### src/rtl/poly_mult_pkg.sv
// Shared constants for the sparse polynomial multiplier readout path.
// Holds geometry, the last-word mask and the packer FSM encoding.
package poly_mult_pkg;
  localparam int N          = 17_669;
  localparam int RAMWIDTH   = 32;
  localparam int LANES      = 4;
  localparam int BEAT_W     = LANES * RAMWIDTH;
  localparam int NUM_WORDS  = (N + RAMWIDTH - 1) / RAMWIDTH;
  localparam int NUM_BEATS  = (NUM_WORDS + LANES - 1) / LANES;
  localparam int ADDR_WIDTH = 10;
  localparam int BEAT_CNT_W = $clog2(NUM_BEATS);
  localparam int LAST_BITS  = N % RAMWIDTH;

  // Bits of the final word above degree N-1 are garbage and get cleared.
  localparam logic [RAMWIDTH-1:0] LAST_MASK = (LAST_BITS == 0) ? {RAMWIDTH{1'b1}}
                                            : RAMWIDTH'((64'd1 << LAST_BITS) - 64'd1);
  localparam logic [ADDR_WIDTH-1:0] LAST_WORD = ADDR_WIDTH'(NUM_WORDS - 1);
  localparam logic [BEAT_CNT_W-1:0] LAST_BEAT = BEAT_CNT_W'(NUM_BEATS - 1);

  localparam logic [2:0] S_IDLE  = 3'd0;
  localparam logic [2:0] S_ISSUE = 3'd1;
  localparam logic [2:0] S_CAPT  = 3'd2;
  localparam logic [2:0] S_OUT   = 3'd3;
  localparam logic [2:0] S_DONE  = 3'd4;
endpackage

### src/rtl/poly_mult_result_packer.sv
// Walks the multiplier result RAM after completion and packs four masked words
// per 128-bit beat onto a valid/ready stream.
module poly_mult_result_packer
  import poly_mult_pkg::*;
(
  input  logic                  clk,
  input  logic                  rst_n,
  input  logic                  clear_i,
  input  logic                  mult_valid_i,
  output logic [ADDR_WIDTH-1:0] addr_result_o,
  output logic                  rd_dout_o,
  input  logic [RAMWIDTH-1:0]   dout_i,
  output logic [BEAT_W-1:0]     beat_o,
  output logic                  beat_valid_o,
  input  logic                  beat_ready_i,
  output logic                  beat_last_o,
  output logic                  busy_o
);

  logic [2:0]                       state;
  logic [ADDR_WIDTH-1:0]            word_cnt;
  logic [BEAT_CNT_W-1:0]            beat_cnt;
  logic [LANES-1:0][RAMWIDTH-1:0]   lanes, lanes_nxt;
  logic [RAMWIDTH-1:0]              cap_word;
  logic                             last_word, beat_full;

  // Address is the word counter itself, so it stays put through OUT stalls.
  assign addr_result_o = word_cnt;
  assign rd_dout_o     = (state == S_ISSUE) || (state == S_CAPT) || (state == S_OUT);
  assign busy_o        = (state != S_IDLE);

  always_comb begin
    last_word = (word_cnt == LAST_WORD);
    beat_full = (word_cnt[1:0] == 2'd3) || last_word;
    cap_word  = last_word ? (dout_i & LAST_MASK) : dout_i;
    lanes_nxt = lanes;
    for (int j = 0; j < LANES; j++)
      if (word_cnt[1:0] == 2'(j)) lanes_nxt[j] = cap_word;
  end

  always_ff @(posedge clk or negedge rst_n) begin
    if (!rst_n) begin
      state        <= S_IDLE;
      word_cnt     <= '0;
      beat_cnt     <= '0;
      lanes        <= '0;
      beat_o       <= '0;
      beat_valid_o <= 1'b0;
      beat_last_o  <= 1'b0;
    end else if (clear_i) begin
      state        <= S_IDLE;
      word_cnt     <= '0;
      beat_cnt     <= '0;
      lanes        <= '0;
      beat_o       <= '0;
      beat_valid_o <= 1'b0;
      beat_last_o  <= 1'b0;
    end else begin
      case (state)
        S_IDLE: begin
          if (mult_valid_i) begin
            word_cnt <= '0;
            beat_cnt <= '0;
            state    <= S_ISSUE;
          end
        end
        S_ISSUE: state <= S_CAPT;
        S_CAPT: begin
          lanes <= lanes_nxt;
          if (beat_full) begin
            beat_o       <= lanes_nxt;
            beat_valid_o <= 1'b1;
            beat_last_o  <= (beat_cnt == LAST_BEAT);
            state        <= S_OUT;
          end else begin
            word_cnt <= word_cnt + 1'b1;
            state    <= S_ISSUE;
          end
        end
        S_OUT: begin
          if (beat_ready_i) begin
            lanes        <= '0;
            word_cnt     <= word_cnt + 1'b1;
            beat_cnt     <= beat_cnt + 1'b1;
            beat_valid_o <= 1'b0;
            beat_last_o  <= 1'b0;
            state        <= beat_last_o ? S_DONE : S_ISSUE;
          end
        end
        // Hold here until the done level drops so a stuck flag cannot retrigger.
        S_DONE: if (!mult_valid_i) state <= S_IDLE;
        default: state <= S_IDLE;
      endcase
    end
  end

endmodule

### config.mk
export PLATFORM = sky130hd
export DESIGN_NAME = poly_mult_result_packer
export DESIGN_NICKNAME = d
export VERILOG_FILES = /design/src/rtl/poly_mult_pkg.sv /design/src/rtl/poly_mult_result_packer.sv
export SDC_FILE = /design/constraint.sdc
export NUM_CORES = 1
export LEC_CHECK = 0
export ABC_CLOCK_PERIOD_IN_PS = 2100
export CAP_MARGIN = 20
export CORE_MARGIN = 10
export CORE_UTILIZATION = 49
export DETAILED_ROUTE_END_ITERATION = 6
export PLACE_DENSITY_LB_ADDON = 0.3
export SYNTH_ARGS = -nofsm -noshare
export SYNTH_HDL_FRONTEND = slang
export SYNTH_SLANG_ARGS = --single-unit
### constraint.sdc
create_clock -name clk -period 2.1 [get_ports clk]
set_input_delay 0.315 -clock clk [delete_from_list [all_inputs] [get_ports clk]]
set_output_delay 0.315 -clock clk [all_outputs]
set_load 0.02 [all_outputs]
==> results of run 1 <==
==> state kept, by name (all words and copies together) (netlist names) <==
register	flops
addr_result_o	10
beat_cnt	8
beat_last_o	1
beat_o	128
beat_valid_o	1
lanes	128
state	3
==> synthesized netlist by cell type (3+ instances only) <==
cell type,count
a21o_1,27
a21oi_1,21
a221o_1,27
a22o_1,101
a22oi_1,81
a311oi_1,14
a31oi_2,3
a32o_1,3
and3_1,31
buf_1,9
buf_2,35
buf_4,7
buf_6,8
clkbuf_1,33
dfrtp_1,279
ha_1,6
inv_1,11
mux2i_1,22
nand2_1,13
nand2b_1,3
nand3_1,10
nand4_1,5
nor2_1,13
nor3_1,7
nor3_4,3
o211ai_1,3
o21ai_0,14
o21ai_1,4
o221ai_1,4
o2bb2ai_1,90
==> path summary, 6_finish.rpt <==
kind | to | slack (ns) | cells past startpoint
setup / recovery | beat_o[115] | 0.08 | 7
hold / removal | beat_o[26] | 0.29 | 2
setup reg to reg | beat_o[115] | 0.08 | 7
hold reg to reg | lanes[110] | 0.48 | 1
max in group asynchronous | beat_o[101] | 1.09 | 3
min in group clk | lanes[110] | 0.48 | 1
==> critical path, cell delays in order (launching register included) <==
cell and delay [ns]:
dfrtp_2 0.40, buf_4 0.16, ha_1 0.28, buf_6 0.20, and2_1 0.16, buf_4 0.20
and3_1 0.21, a221o_1 0.27
==> cell type report <==
| type | count | area [sq um] | share of cell area |
|---|---|---|---|
| timing repair buffer | 265 | 2690 | 0.173 |
| multi-input combinational | 543 | 4440 | 0.287 |
| sequential | 279 | 6980 | 0.451 |
| tap | 319 | 399 | 0.0258 |
| inverter | 11 | 41.3 | 0.00266 |
| clock inverter | 14 | 109 | 0.00702 |
| clock buffer | 39 | 833 | 0.0538 |
| antenna | 1 | 2.50 | 0.000161 |
==> logic make-up (layout without fill, tap and decap cells) <==
logic type      count (synthesis)  count (layout)  synth area share
mux                            22              22            0.0187
fa+ha+maj                       6               6           0.00637
flops                         279             279             0.592
simple gates                  102             102            0.0530
compound gates                409             411             0.284
buf+inv                       103             329            0.0438
xor+xnor                        2               2           0.00149
other cells                     0               1                 0
==> cells in the final DEF, fill, tap and decap left out, types with 3 or more instances in the layout <==
master,Yosys,layout
a21o_1,27,27
a21oi_1,21,21
a221o_1,27,27
a22o_1,101,101
a22oi_1,81,81
a311oi_1,14,14
a31oi_4,0,3
a32o_1,3,3
and3_1,31,30
buf_12,0,17
buf_4,7,65
clkbuf_1,33,3
clkbuf_16,0,30
clkbuf_8,0,7
clkdlybuf4s50_1,0,175
clkinv_2,0,8
clkinvlp_4,0,4
dfrtp_1,279,277
ha_1,6,5
inv_1,11,9
mux2i_1,22,22
nand2_1,13,13
nand2b_1,3,3
nand3_1,10,9
nand4_1,5,5
nor2_1,13,12
nor3_1,7,7
nor3_4,3,4
o211ai_1,3,3
o21ai_0,14,14
o21ai_4,0,5
o221ai_1,4,4
o2bb2ai_1,90,90
==> timing repair <==
item,in CTS,in global routing
resized for setup,3,7
endpoints found under the hold margin,44,0
pin swaps,2,2
buffers inserted,1,0
hold buffers,1,0
endpoints found under the setup margin,21,126
cloned,0,3
==> power groups by stage <==
stage / Sequential (mW) / Clock (mW) / Combinational (mW)
global placement: 5.56 / 0 / 1.10
CTS: 5.46 / 5.13 / 1.11
floorplan: 5.55 / 0 / 0.546
detailed placement: 5.56 / 0 / 1.11
finish: 5.46 / 5.06 / 1.15
global route: 5.46 / 5.34 / 1.24
==> stage by stage <==
step	instance area [sq um]	hold WS, ns
2_1_floorplan	11900	0.0194
3_3_place_gp	14400	0.262
3_5_place_dp	14500	0.263
4_1_cts	15400	0.297
5_1_grt	15500	0.316
6_report	15500	0.289
==> per-layer routing <==
metal  vias up  share of wire  global-route usage
met1      4724           0.44               0.304
met4         0          0.021              0.0608
met2       388           0.46               0.338
met5         -              0                   0
met3        51          0.078              0.0511
li1       4063              -                   -
==> Flow_metrics.wiki, run 1 <==
{| class="wikitable"
! Metric !! Value
|-
| Cell total after placement || 1412
|-
| Share of flip-flops with an asynchronous set or reset after synthesis || 1.00
|-
| CP Launch Type || flip-flop
|-
| Maximum Capacitance Violations || 0
|-
| Overall die height || 175 microns
|-
| Overall power after layout || 11.7 mW
|-
| Vias in the first global route || 9377
|-
| Aggregate global routing overflow || 0
|-
| YS warnings || 0
|-
| Fillers || 1749
|-
| Final clock skew || 0.0104 ns
|-
| Starting Density || 0.501
|-
| Post-layout worst setup margin || 0.0819 ns
|-
| Port-buffer cells || 178
|-
| Area of the placeable core || 0.0235 sq mm
|-
| Result of the run || finished clean
|-
| Root Buffer Master || clkbuf_16
|-
| Largest cells by area after synthesis || dfrtp_1 (59%), a22o_1 (7.5%), o2bb2ai_1 (6.7%), a22oi_1 (5.2%), a221o_1 (2.3%)
|-
| Worst-case setup slack after placement || -0.311 ns
|-
| Number of buffers between clock root and the deepest sink || 3
|-
| Internal power summed over all cells || 8.73 mW
|-
| Worst slew margin relative to its limit || 0.579
|-
| Worst setup path startpoint || addr_result_o[0]
|-
| Total CTS buffers || 29
|-
| F_max || 496 MHz
|-
| Post-synthesis net count || 966
|-
| Worst r2r src || addr_result_o[0]
|-
| Sw Share || 0.251
|-
| DP Wirelength || 23200 microns
|-
| Layout overhead on the synthesized area || 31.5%
|-
| Critical path fanouts, max || 20
|-
| Required time of the critical path || 2.52 ns
|-
| Number of antenna violations at the first check in global routing || 0
|-
| Routed via count || 9226
|-
| Post-synth EDFFs || 0
|-
| Latest clock arrival within the worst-skew pair || 0.54 ns
|-
| Synthesized flop and latch total || 279
|-
| Clock transition time at the flip-flop clock pins of the worst setup and hold paths || 0.06 ns
|-
| Switching pwr || 2.93 mW
|-
| Clk sink count || 279
|-
| Fraction of the yosys area taken by sequential cells || 0.592
|-
| TritonRoute pass-1 iters || 5
|-
| Unrepaired setup endpoints after global routing || true
|-
| Syn Area/Cell || 12.8 sq um
|-
| Die outline width || 175 microns
|-
| Dominant register cell in the synthesized netlist || dfrtp_1
|-
| Post-Synthesis Cell Area || 0.0118 sq mm
|-
| Starting DRT DRC Count || 797
|-
| Area share of the leading cell type in the synthesized netlist || 0.592
|-
| Final cycle utilization of the critical path || 0.961
|-
| Power density normalized to cell area || 753 mW/mm^2
|-
| TritonCTS clock tree || done
|-
| Ports || 179
|-
| Type of the most critical hold path || input port to asynchronous set/reset pin
|-
| Relative contribution of the clock network to total power || 0.433
|-
| Drt via density || 6.27
|-
| Last weighted congestion value of the routability-driven placer || 0.839
|-
| Combinational cell fraction of total power || 0.099
|-
| Type of the setup path with the least slack || flip-flop to flip-flop
|-
| DRC violations left || 0
|-
| Final-report setup violation count || 0
|-
| Wirelength per Cell || 24.0 microns
|-
| Measured slew at the worst slew-check pin || 0.630 ns
|-
| Time the worst path needs with I/O delays and setup || 2.02 ns
|-
| Maximum number of pins on one net before global-route repair || 69
|-
| H-tree levels || 1
|-
| DRT Wirelength || 35300 microns
|-
| Cells after Synth || 923
|-
| Row count || 56
|-
| Final core utilization || 0.658
|-
| Cell taking the most area after synthesis || dfrtp_1
|-
| Number of endpoints with negative hold slack in the final report || 0
|-
| Part of the total power dissipated in sequential elements || 0.468
|-
| DIE AREA || 0.0307 sq mm
|-
| Layout cell share with drive strength beyond 1 || 0.146
|-
| CP Capture Type || flip-flop
|-
| NumNets Final || 1172
|-
| Max Transition Viols Final || 0
|-
| Setup total negative slack || 0 ns
|-
| Critical Path AT || 2.44 ns
|-
| Count of distinct cell types in the synthesized netlist || 62
|-
| Finished Layout Cells || 1471
|-
| P_leak || 7.04 nW
|-
| Number of nets still failing antenna checks after routing || 0
|-
| Combined global-route utilization of all metal layers || 0.219
|-
| Maximum resistive drop on vdd || 490 uV
|-
| Global-route wire length before repair || 54800 microns
|}
Note: power is estimated with default switching activity, not from simulation.
==> run 2: changes to the inputs <==
--- a/config.mk
+++ b/config.mk
@@ -10,6 +10,7 @@
 export CORE_MARGIN = 10
 export CORE_UTILIZATION = 49
 export DETAILED_ROUTE_END_ITERATION = 6
+export HOLD_SLACK_MARGIN = 0.1
 export PLACE_DENSITY_LB_ADDON = 0.3
 export SYNTH_ARGS = -nofsm -noshare
 export SYNTH_HDL_FRONTEND = slang
==> results of run 2 <==
Final layout, timing and power as in run 1 (identical DEF).
